`src/rtl/hsv_pkg.sv`:
```
// Shared types and helpers for the RGB->HSV stream converter.
package hsv_pkg;

  // Hue sector, chosen by which component holds the maximum (ties: r, then g, then b).
  typedef enum logic [1:0] {
    SEC_R = 2'd0,
    SEC_G = 2'd1,
    SEC_B = 2'd2
  } sector_e;

  // Full-scale value of a component of width cw (255 at cw=8).
  function automatic int h_full(input int cw);
    return (1 << cw) - 1;
  endfunction

  // Hue offset of a sector: 0, 1/3 and 2/3 of the hue circle.
  function automatic int sect_off(input int cw, input sector_e sec);
    return int'(sec) * (h_full(cw) / 3);
  endfunction

endpackage

```
`src/rtl/rgb2hsv_stream_if.sv`:
```
// Pixel stream bundle: RGB+tag in, HSV+tag out, each with valid/ready.
interface rgb2hsv_stream_if #(
  parameter int CW    = 8,
  parameter int TAG_W = 20
);
  logic             in_valid;
  logic             in_ready;
  logic [CW-1:0]    in_r;
  logic [CW-1:0]    in_g;
  logic [CW-1:0]    in_b;
  logic [TAG_W-1:0] in_tag;
  logic             out_valid;
  logic             out_ready;
  logic [CW-1:0]    out_h;
  logic [CW-1:0]    out_s;
  logic [CW-1:0]    out_v;
  logic [TAG_W-1:0] out_tag;

  // Pixel source / result sink side.
  modport master (
    output in_valid, in_r, in_g, in_b, in_tag, out_ready,
    input  in_ready, out_valid, out_h, out_s, out_v, out_tag
  );

  // Converter side.
  modport slave (
    input  in_valid, in_r, in_g, in_b, in_tag, out_ready,
    output in_ready, out_valid, out_h, out_s, out_v, out_tag
  );
endinterface

```
`src/rtl/hsv_div_pipe.sv`:
```
// Pipelined restoring divider: one quotient bit per stage, MSB first, floor
// division. The caller guarantees the quotient fits in QW bits. A payload and
// a valid bit travel alongside; every stage shifts only when en=1.
module hsv_div_pipe #(
  parameter int NW = 16,
  parameter int DW = 8,
  parameter int QW = 8,
  parameter int PW = 1
) (
  input  logic          clock,
  input  logic          reset,
  input  logic          en,
  input  logic          in_valid,
  input  logic [NW-1:0] in_num,
  input  logic [DW-1:0] in_den,
  input  logic [PW-1:0] in_pay,
  output logic          out_valid,
  output logic [QW-1:0] out_q,
  output logic [PW-1:0] out_pay
);
  // Wide enough for the numerator and for den shifted up by QW-1.
  localparam int WW = (NW > DW + QW) ? NW : DW + QW;

  wire [WW-1:0] rem_c [QW];
  wire [DW-1:0] den_c [QW];
  wire [QW-1:0] q_c   [QW+1];
  wire [PW-1:0] pay_c [QW+1];
  wire          vld_c [QW+1];

  assign rem_c[0] = WW'(in_num);
  assign den_c[0] = in_den;
  assign q_c[0]   = '0;
  assign pay_c[0] = in_pay;
  assign vld_c[0] = in_valid;

  for (genvar k = 0; k < QW; k++) begin : g_stage
    localparam int B = QW - 1 - k;
    logic [WW-1:0] trial;
    logic          take;
    logic [QW-1:0] q_r;
    logic [PW-1:0] pay_r;
    logic          vld_r;

    assign trial = WW'(den_c[k]) << B;
    assign take  = (rem_c[k] >= trial);

    // Stage valid bit: cleared by reset, shifts with the pipe.
    always_ff @(posedge clock) begin
      if (reset) vld_r <= 1'b0;
      else if (en) vld_r <= vld_c[k];
    end

    // Resolve quotient bit B and carry the payload.
    always_ff @(posedge clock) begin
      if (en) begin
        q_r   <= q_c[k] | (QW'(take) << B);
        pay_r <= pay_c[k];
      end
    end

    assign q_c[k+1]   = q_r;
    assign pay_c[k+1] = pay_r;
    assign vld_c[k+1] = vld_r;

    // The last stage needs no remainder or divisor downstream.
    if (k < QW - 1) begin : g_carry
      logic [WW-1:0] rem_r;
      logic [DW-1:0] den_r;

      // Partial remainder and divisor for the next bit.
      always_ff @(posedge clock) begin
        if (en) begin
          rem_r <= take ? (rem_c[k] - trial) : rem_c[k];
          den_r <= den_c[k];
        end
      end

      assign rem_c[k+1] = rem_r;
      assign den_c[k+1] = den_r;
    end
  end

  assign out_valid = vld_c[QW];
  assign out_q     = q_c[QW];
  assign out_pay   = pay_c[QW];
endmodule

```
`src/rtl/rgb2hsv_stream.sv`:
```
// Fully pipelined RGB->HSV converter, CW+4 stages, carrying a sideband tag.
//
// Handshake: a transfer happens on a side when valid & ready are both high at
// a rising edge. The whole pipe (data and valid bits) advances together when
// adv = !out_valid | out_ready, so bubbles are kept and the output holds while
// stalled. in_ready = adv & !reset is combinational from out_ready.
module rgb2hsv_stream
  import hsv_pkg::*;
#(
  parameter int CW    = 8,
  parameter int TAG_W = 20
) (
  input logic             clock,
  input logic             reset,
  rgb2hsv_stream_if.slave bus
);
  localparam int NW  = 2 * CW;
  localparam int HW  = CW + 3;
  localparam int SPW = CW + TAG_W;  // sat payload: v, tag
  localparam int HPW = CW + 1;      // hue payload: off, neg
  localparam logic [NW-1:0] HF = NW'(h_full(CW));

  logic adv;
  assign adv          = !bus.out_valid | bus.out_ready;
  assign bus.in_ready = adv & !reset;

  // S1 registers
  logic             v1;
  logic [CW-1:0]    r1, g1, b1;
  logic [TAG_W-1:0] t1;

  // S1: capture the incoming pixel (a bubble when in_valid is low).
  always_ff @(posedge clock) begin
    if (reset) v1 <= 1'b0;
    else if (adv) begin
      v1 <= bus.in_valid;
      r1 <= bus.in_r;
      g1 <= bus.in_g;
      b1 <= bus.in_b;
      t1 <= bus.in_tag;
    end
  end

  // Sector, max/min and signed hue difference of the S1 pixel.
  sector_e       sec_c;
  logic [CW-1:0] max_c, min_c;
  logic [CW:0]   diff_c;

  // Max tie priority r > g > b decides the sector.
  always_comb begin
    sec_c  = SEC_R;
    max_c  = r1;
    diff_c = {1'b0, g1} - {1'b0, b1};
    if (r1 >= g1 && r1 >= b1) begin
      sec_c  = SEC_R;
    end else if (g1 >= b1) begin
      sec_c  = SEC_G;
      max_c  = g1;
      diff_c = {1'b0, b1} - {1'b0, r1};
    end else begin
      sec_c  = SEC_B;
      max_c  = b1;
      diff_c = {1'b0, r1} - {1'b0, g1};
    end
    min_c = r1;
    if (g1 < min_c) min_c = g1;
    if (b1 < min_c) min_c = b1;
  end

  // S2 registers
  logic             v2, neg2;
  logic [CW-1:0]    max2, delta2, adiff2;
  sector_e          sec2;
  logic [TAG_W-1:0] t2;

  // S2: register extremes, delta, |diff| and its sign.
  always_ff @(posedge clock) begin
    if (reset) v2 <= 1'b0;
    else if (adv) begin
      v2     <= v1;
      max2   <= max_c;
      delta2 <= max_c - min_c;
      adiff2 <= diff_c[CW] ? CW'(-diff_c) : diff_c[CW-1:0];
      neg2   <= diff_c[CW];
      sec2   <= sec_c;
      t2     <= t1;
    end
  end

  // S3 registers
  logic             v3, neg3;
  logic [NW-1:0]    s_num3, h_num3;
  logic [CW-1:0]    s_den3, max3, off3;
  logic [HW-1:0]    h_den3;
  logic [TAG_W-1:0] t3;

  // S3: dividends/divisors; zero divisors are replaced so gray stays 0/0.
  always_ff @(posedge clock) begin
    if (reset) v3 <= 1'b0;
    else if (adv) begin
      v3     <= v2;
      s_num3 <= NW'(delta2) * HF;
      s_den3 <= (max2 == '0) ? CW'(1) : max2;
      h_num3 <= NW'(adiff2) * HF;
      h_den3 <= (delta2 == '0) ? HW'(6) : HW'(delta2) * HW'(6);
      off3   <= CW'(sect_off(CW, sec2));
      neg3   <= neg2;
      max3   <= max2;
      t3     <= t2;
    end
  end

  logic           sat_vld, hue_vld;
  logic [CW-1:0]  s_q, h_q;
  logic [SPW-1:0] sat_pay;
  logic [HPW-1:0] hue_pay;

  hsv_div_pipe #(.NW(NW), .DW(CW), .QW(CW), .PW(SPW)) u_sat_div (
    .clock    (clock),
    .reset    (reset),
    .en       (adv),
    .in_valid (v3),
    .in_num   (s_num3),
    .in_den   (s_den3),
    .in_pay   ({max3, t3}),
    .out_valid(sat_vld),
    .out_q    (s_q),
    .out_pay  (sat_pay)
  );

  hsv_div_pipe #(.NW(NW), .DW(HW), .QW(CW), .PW(HPW)) u_hue_div (
    .clock    (clock),
    .reset    (reset),
    .en       (adv),
    .in_valid (v3),
    .in_num   (h_num3),
    .in_den   (h_den3),
    .in_pay   ({off3, neg3}),
    .out_valid(hue_vld),
    .out_q    (h_q),
    .out_pay  (hue_pay)
  );

  // Output stage: hue wraps modulo 2**CW; data only updates for real pixels.
  always_ff @(posedge clock) begin
    if (reset) begin
      bus.out_valid <= 1'b0;
      bus.out_h     <= '0;
      bus.out_s     <= '0;
      bus.out_v     <= '0;
      bus.out_tag   <= '0;
    end else if (adv) begin
      bus.out_valid <= sat_vld & hue_vld;
      if (sat_vld) begin
        bus.out_s   <= s_q;
        bus.out_v   <= sat_pay[SPW-1 -: CW];
        bus.out_tag <= sat_pay[TAG_W-1:0];
        bus.out_h   <= hue_pay[0] ? (hue_pay[CW:1] - h_q) : (hue_pay[CW:1] + h_q);
      end
    end
  end
endmodule

```
`src/flat_wrapper.sv`:
```
// flat-port wrapper written by rule: the top's interface ports become plain ports
module rgb2hsv_stream_flat import hsv_pkg::*;
#(
  parameter int CW    = 8,
  parameter int TAG_W = 20
)
  (clock, reset, bus_in_valid, bus_in_r, bus_in_g, bus_in_b, bus_in_tag, bus_out_ready, bus_in_ready, bus_out_valid, bus_out_h, bus_out_s, bus_out_v, bus_out_tag);
  rgb2hsv_stream_if #(.CW(CW), .TAG_W(TAG_W)) bus_i ();
  input logic clock;
  input logic reset;
  input wire logic [$bits(bus_i.in_valid)-1:0] bus_in_valid;
  input wire logic [$bits(bus_i.in_r)-1:0] bus_in_r;
  input wire logic [$bits(bus_i.in_g)-1:0] bus_in_g;
  input wire logic [$bits(bus_i.in_b)-1:0] bus_in_b;
  input wire logic [$bits(bus_i.in_tag)-1:0] bus_in_tag;
  input wire logic [$bits(bus_i.out_ready)-1:0] bus_out_ready;
  output wire logic [$bits(bus_i.in_ready)-1:0] bus_in_ready;
  output wire logic [$bits(bus_i.out_valid)-1:0] bus_out_valid;
  output wire logic [$bits(bus_i.out_h)-1:0] bus_out_h;
  output wire logic [$bits(bus_i.out_s)-1:0] bus_out_s;
  output wire logic [$bits(bus_i.out_v)-1:0] bus_out_v;
  output wire logic [$bits(bus_i.out_tag)-1:0] bus_out_tag;
  assign bus_i.in_valid = bus_in_valid;
  assign bus_i.in_r = bus_in_r;
  assign bus_i.in_g = bus_in_g;
  assign bus_i.in_b = bus_in_b;
  assign bus_i.in_tag = bus_in_tag;
  assign bus_i.out_ready = bus_out_ready;
  assign bus_in_ready = bus_i.in_ready;
  assign bus_out_valid = bus_i.out_valid;
  assign bus_out_h = bus_i.out_h;
  assign bus_out_s = bus_i.out_s;
  assign bus_out_v = bus_i.out_v;
  assign bus_out_tag = bus_i.out_tag;
  rgb2hsv_stream #(.CW(CW), .TAG_W(TAG_W)) u_core (.clock(clock), .reset(reset), .bus(bus_i));
endmodule
```
`config.mk`:
```
export PLATFORM = sky130hd
export DESIGN_NAME = rgb2hsv_stream_flat
export DESIGN_NICKNAME = d
export VERILOG_FILES = /design/src/rtl/hsv_pkg.sv /design/src/rtl/rgb2hsv_stream_if.sv /design/src/rtl/hsv_div_pipe.sv /design/src/rtl/rgb2hsv_stream.sv /design/src/flat_wrapper.sv
export SDC_FILE = /design/constraint.sdc
export NUM_CORES = 2
export LEC_CHECK = 0
export CAP_MARGIN = 15
export CORE_MARGIN = 2
export CORE_UTILIZATION = 59
export CTS_BUF_LIST = sky130_fd_sc_hd__clkbuf_8
export DETAILED_ROUTE_END_ITERATION = 8
export PLACE_DENSITY = 0.86
export SLEW_MARGIN = 30
export SYNTH_ARGS = -nofsm -noshare
export SYNTH_HDL_FRONTEND = slang
export SYNTH_SLANG_ARGS = --single-unit
```
`constraint.sdc`:
```
create_clock -name clock -period 39.5 [get_ports clock]
set_input_delay 7.9 -clock clock [delete_from_list [all_inputs] [get_ports clock]]
set_output_delay 7.9 -clock clock [all_outputs]
set_load 0.05 [all_outputs]
```
# Word level (Yosys, flattened, before mapping)

Cells that the tools add are included.

Bits in latches: 0
Bits in read-only memories: 0
Output and inout port bits: 46
Bits in registers: 1023
RAM bits: 0
Memories: 0

Add/sub/neg operators: 21
Order comparisons: 21
$mul: 4
Divide/modulo/power cells: 0
Muxes and demuxes: 23
Equal/unequal tests: 0
Reductions and logical operators: 7
Shift operators: 0
Bitwise gates (word level): 17

Operators by type and width:

| cell                                              | count |
|---|---|
| two-way mux 16 bit                                | 8 |
| two-way mux 19 bit                                | 6 |
| two-way mux 8 bit                                 | 6 |
| multiplier 8 x 8 -> 16 bit, second input constant | 2 |
| subtractor 8 x 8 -> 9 bit                         | 3 |
| greater-or-equal comparator 8 bit                 | 3 |
| greater-or-equal comparator 19 x 11 -> 1 bit      | 1 |
| greater-or-equal comparator 19 x 12 -> 1 bit      | 1 |
| greater-or-equal comparator 19 x 13 -> 1 bit      | 1 |
| greater-or-equal comparator 19 x 14 -> 1 bit      | 1 |
| greater-or-equal comparator 19 x 15 -> 1 bit      | 1 |
| greater-or-equal comparator 19 x 16 -> 1 bit      | 1 |
| greater-or-equal comparator 19 x 17 -> 1 bit      | 1 |
| subtractor 16 x 18 -> 19 bit                      | 1 |
| subtractor 19 x 12 -> 19 bit                      | 1 |
| subtractor 19 x 13 -> 19 bit                      | 1 |
| subtractor 19 x 14 -> 19 bit                      | 1 |
| subtractor 19 x 15 -> 19 bit                      | 1 |
| subtractor 19 x 16 -> 19 bit                      | 1 |
| subtractor 19 x 17 -> 19 bit                      | 1 |
| greater-or-equal comparator 16 x 18 -> 1 bit      | 1 |
| two-way mux 9 bit                                 | 2 |
| greater-or-equal comparator 16 x 10 -> 1 bit      | 1 |
| greater-or-equal comparator 16 x 11 -> 1 bit      | 1 |
| other kinds (34)                                  | 46 |

# Longest topological paths before layout

Depth after elaboration: 5
Gate-level depth with buffers: 28
Gate-level depth less buffers: 27

# Modules after synthesis

A second synthesis with hierarchy kept.

Cell total of the unflattened synthesis: 3433
Area, all modules: 45797.7 um^2

By module, submodules not included:

| module                          | times used | area each (um^2) | cells each |
|---|---|---|---|
| hsv_div_pipe (u_core.u_sat_div) | 1          | 17234.0          | 1078 |
| hsv_div_pipe (u_core.u_hue_div) | 1          | 15591.2          | 1202 |
| rgb2hsv_stream                  | 1          | 12972.4          | 1153 |

# Worst setup path before layout

No wires, ideal clock.

Path type: input to register
Start point: input port bus_out_ready
End point: register u_core.u_hue_div.g_stage[0].g_carry.den_r[10] (enable)
Stages on the path: 3
Setup slack: 11.315 ns
Path buffers: 1
Arrival time: 26.859 ns
Library setup time: 1.326 ns
Cells stage by stage: nor2b_1 inv_1 clkbuf_1

Cells in the longest elaborated chain, start to end: 1

RTL lines:

| element              | line                 | source |
|---|---|---|
| from (decl)          | flat_wrapper.sv:16   | `input wire logic [$bits(bus_i.out_ready)-1:0] bus_out_ready;` |
| OR 1 bit             | rgb2hsv_stream.sv:24 | `assign adv = !bus.out_valid \| bus.out_ready;` |
| to (signal assigned) | hsv_div_pipe.sv:74   | `den_r <= den_c[k];` |
| to (decl)            | hsv_div_pipe.sv:68   | `logic [DW-1:0] den_r;` |

No other way between the ends.
A chain may end at the register's enable or synchronous reset.

# Worst setup path after layout

Start point: input port bus_out_ready
End point: output port bus_in_ready

Cells in the longest elaborated chain, start to end: 2

RTL lines:

| element   | line                 | source |
|---|---|---|
| OR 1 bit  | rgb2hsv_stream.sv:24 |  |
| AND 1 bit | rgb2hsv_stream.sv:25 | `assign bus.in_ready = adv & !reset;` |
| to (decl) | flat_wrapper.sv:17   | `output wire logic [$bits(bus_i.in_ready)-1:0] bus_in_ready;` |

No other way between the ends.

==> results by group <==
Timing
  • Final Skew: between 0.03 and 0.04 ns
  • Fmax: 55.0 MHz
  • Worst-margin pin slew: 0.932 ns
  • Max Slew Vio Count: 0
  • Slew HR: 0.378
  • Final setup fails: 0
  • Clock period minus worst slack: between 15 and 20 ns
  • Final hold slack: 0.402 ns
  • Fin crit share: 0.460
  • RSZ-0062 raised after global routing: false
  • Final hold vios: 0
  • Setup TNS Final: 0 ns

Worst hold path
  • Min-Delay Path Class: reg -> reg

Worst setup path
  • Worst Path Required: 31.60 ns
  • R2R Path Start: u_core.g1[1]$_DFFE_PP_
  • WS Path Type: in -> out
  • R2R Path End: u_core.delta2[7]$_DFFE_PP_
  • Reg2Reg Setup Slack: roughly 33 ns
  • R2R cell count: 27
  • Worst EP arrival: about 10 ns
  • Origin of the worst setup path: bus_out_ready
  • Critical Path End Type: primary output
  • CP endpoint: bus_in_ready
  • Startpoint types: input port
  • Crit path max fanout: 18

Route
  • Total number of vias: between 20k and 25k
  • Routed Antenna Nets: 0
  • DRC Markers: 0
  • Routed len/inst: 16.8 µm
  • DRT Wirelength: around 75 mm
  • Router iterations before antenna repair: 5
  • Vias per cell: ~5.5
  • Initial DRC count: 1720

GRT
  • Largest net degree at the start of global routing: around 140
  • Global-route wire length before repair: 121 mm
  • Tot GR Track Use: 0.204
  • Number of global-route vias before repair: between 20k and 25k
  • Initial antenna violation count: 2
  • Total gr overflow: 0

Synthesis
  • Yosys warns: 0
  • Yosys cell types: between 70 and 80
  • Sequential area share after synthesis: 0.637
  • Register bit total from synthesis: around 920
  • Avg Synthesized Cell Area: between 10 and 15 µm²
  • Gate Count Post-Synth: around 3.2k
  • Mapped Nets: roughly 3.6k
  • Dominant synthesized flop cell: edfxtp_1
  • Asr flop ratio synth: 0
  • Post-synth EDFFs: between 800 and 900
  • Post-Syn Area: approximately 42000 µm²

Die
  • FP Rows: ~100
  • Placeable Area: between 70000 and 80000 µm²
  • Die width: ~270 µm
  • # IOs: 94
  • Die Area: 74100 µm²
  • Die Height: between 200 and 300 µm
  • Starting density of the core: 0.595

Layout
  • Share of cells above drive strength 1: 0.0767
  • Final Instance Count excl. Fillers: between 4k and 5k
  • Nets: roughly 3.8k
  • Layout Utilization: 0.661
  • Area Overhead vs Synth: 11.1%

Placed design
  • DP Cell Count: ~4.2k
  • Number of port buffers: 93
  • Placer congestion estimate: 0.906
  • Dpl hpwl: roughly 51 mm

Clocking
  • Root Driver: clkbuf_8
  • Hold-fix buffers, CTS: 0
  • CTS tree: yes
  • Clock sink total: 919
  • Post-CTS Resized: 0
  • H-tree depth: 4
  • Worst skew pair latency: approximately 0.79 ns
  • CTS buffer count: 140
  • CTS Buffer Depth: 3
  • Post-CTS setup buffers: 0
  • Clk slew on worst S/H paths: 0.06 ns

Run status
  • Status: complete, no violations

Job
  • Max-cap violation count: 0
[metal layers]
metal  track usage  vias up  wire length (µm)  part of all wire
li1              -    11800                 -                 -
met1         0.242    11600             30000              0.40
met2         0.364      652             39200              0.52
met3        0.0369      181              3130             0.042
met4        0.0898        0              2310             0.031
met5             0        -                 0                 0
[per-stage QoR]
step	instance area [µm²]	setup slack [ns]
2_1_floorplan	42500	11.32
3_5_place_dp	44500	21.31
3_3_place_gp	44500	21.37
5_1_grt	47200	21.25
6_report	47200	21.33
4_1_cts	47100	21.29
[kinds of logic (layout without fill, tap and decap cells)]
| kind of cell | after synthesis | count (layout) | share of synthesized area |
|---|---|---|---|
| buf+inv | 417 | 727 | 0.0374 |
| fa+ha+maj | 347 | 347 | 0.116 |
| flops | 919 | 919 | 0.637 |
| xor+xnor | 174 | 174 | 0.0359 |
| other cells | 0 | 2 | 0 |
| mux | 66 | 66 | 0.0168 |
| simple gates | 709 | 709 | 0.0797 |
| compound gates | 541 | 541 | 0.0773 |
[sequential cells by signal, summed over array words and instances (netlist names), 28 cells and up]
register                                flops
u_core.u_hue_div.g_stage.g_carry.den_r     70
u_core.u_hue_div.g_stage.g_carry.rem_r    133
u_core.u_hue_div.g_stage.q_r               28
u_core.u_sat_div.g_stage.g_carry.den_r     56
u_core.u_sat_div.g_stage.g_carry.rem_r    112
u_core.u_sat_div.g_stage.pay_r            196
u_core.u_sat_div.g_stage.q_r               28
u_core.u_sat_div.out_pay                   28
[cell usage in the layout (no fill, tap or decap), drive strengths merged, types with 9 or more instances in the layout]
cell,n
edfxtp,863
inv,420
ha,267
nand2,236
a21oi,206
nor2,198
clkbuf,146
o21ai,140
xnor2,121
clkdlybuf4s50,92
fa,80
dfxtp,56
a21o,54
xor2,53
nor2b,53
clkinv,44
mux2,42
nand2b,35
nand3,31
nor3,29
a21boi,29
nor4,26
mux2i,24
nand4,24
o21a,23
buf,18
a31oi,15
or3,13
o211ai,11
o31ai,10
or2,10
and3,9
o21bai,9
[cell type report]
type | instances | area (µm²)
flip-flops and latches | 919 | 27000
repair buffers | 110 | 1070
fillers | 4639 | 24200
inverters | 364 | 1380
well taps | 950 | 1190
clock inverters | 107 | 607
multi-input cells | 1837 | 13900
diodes | 2 | 5.00
clock buffers | 146 | 2010
[synthesized netlist by cell type (5+ instances only)]
cell type | number | area share
dfxtp_1 | 56 | 0.026
xnor2_1 | 121 | 0.025
mux2_2 | 42 | 0.011
xor2_1 | 53 | 0.011
or2_2 | 10 | 0.0015
a211oi_1 | 6 | 0.0011
o2111ai_1 | 5 | 0.0010
and2_1 | 8 | 0.0012
nand2_1 | 235 | 0.021
o21a_1 | 23 | 0.0041
nand3_1 | 31 | 0.0037
nor3_1 | 29 | 0.0034
o21bai_1 | 9 | 0.0016
nor4b_1 | 8 | 0.0016
o31ai_1 | 10 | 0.0018
clkbuf_1 | 40 | 0.0035
o21ai_0 | 135 | 0.016
nand4b_1 | 7 | 0.0014
mux2i_1 | 24 | 0.0057
nand4_1 | 24 | 0.0035
a21boi_0 | 28 | 0.0049
nand2b_1 | 35 | 0.0052
a21oi_1 | 204 | 0.024
ha_1 | 267 | 0.079
and3_1 | 9 | 0.0013
or4_1 | 6 | 0.0011
nor2b_1 | 53 | 0.0078
or3_1 | 12 | 0.0018
o211ai_1 | 10 | 0.0018
a21o_1 | 54 | 0.0095
inv_1 | 363 | 0.032
nor2_1 | 198 | 0.017
nor4_1 | 25 | 0.0037
fa_1 | 80 | 0.038
a31oi_1 | 15 | 0.0022
buf_2 | 7 | 0.00082
edfxtp_1 | 863 | 0.61
[worst max-delay path, stage by stage]
cell and delay [ns]:
clkdlybuf4s50_1 0.46, nor2b_1 0.04, buf_4 0.19, nor2_4 0.65
clkdlybuf4s50_1 0.99
[how the worst min path moves through the flow]
stage                                                     from                                               to  slack (ns)  cells past startpoint
2_1_floorplan                            u_core.neg2$_DFFE_PP_                            u_core.neg3$_DFFE_PP_        0.40                      0
3_3_place_gp   u_core.u_sat_div.g_stage[3].pay_r[12]$_DFFE_PN_  u_core.u_sat_div.g_stage[4].pay_r[12]$_DFFE_PN_        0.40                      0
3_5_place_dp                            u_core.t1[8]$_DFFE_PP_                           u_core.t2[8]$_DFFE_PP_        0.40                      0
4_1_cts        u_core.u_sat_div.g_stage[0].pay_r[24]$_DFFE_PN_  u_core.u_sat_div.g_stage[1].pay_r[24]$_DFFE_PN_        0.39                      0
5_1_grt        u_core.u_sat_div.g_stage[0].pay_r[24]$_DFFE_PN_  u_core.u_sat_div.g_stage[1].pay_r[24]$_DFFE_PN_        0.40                      0
6_report       u_core.u_sat_div.g_stage[0].pay_r[24]$_DFFE_PN_  u_core.u_sat_div.g_stage[1].pay_r[24]$_DFFE_PN_        0.40                      0
Power is not shown: default switching activity piles up to over one toggle a cycle in this logic, so the estimate is an artifact.
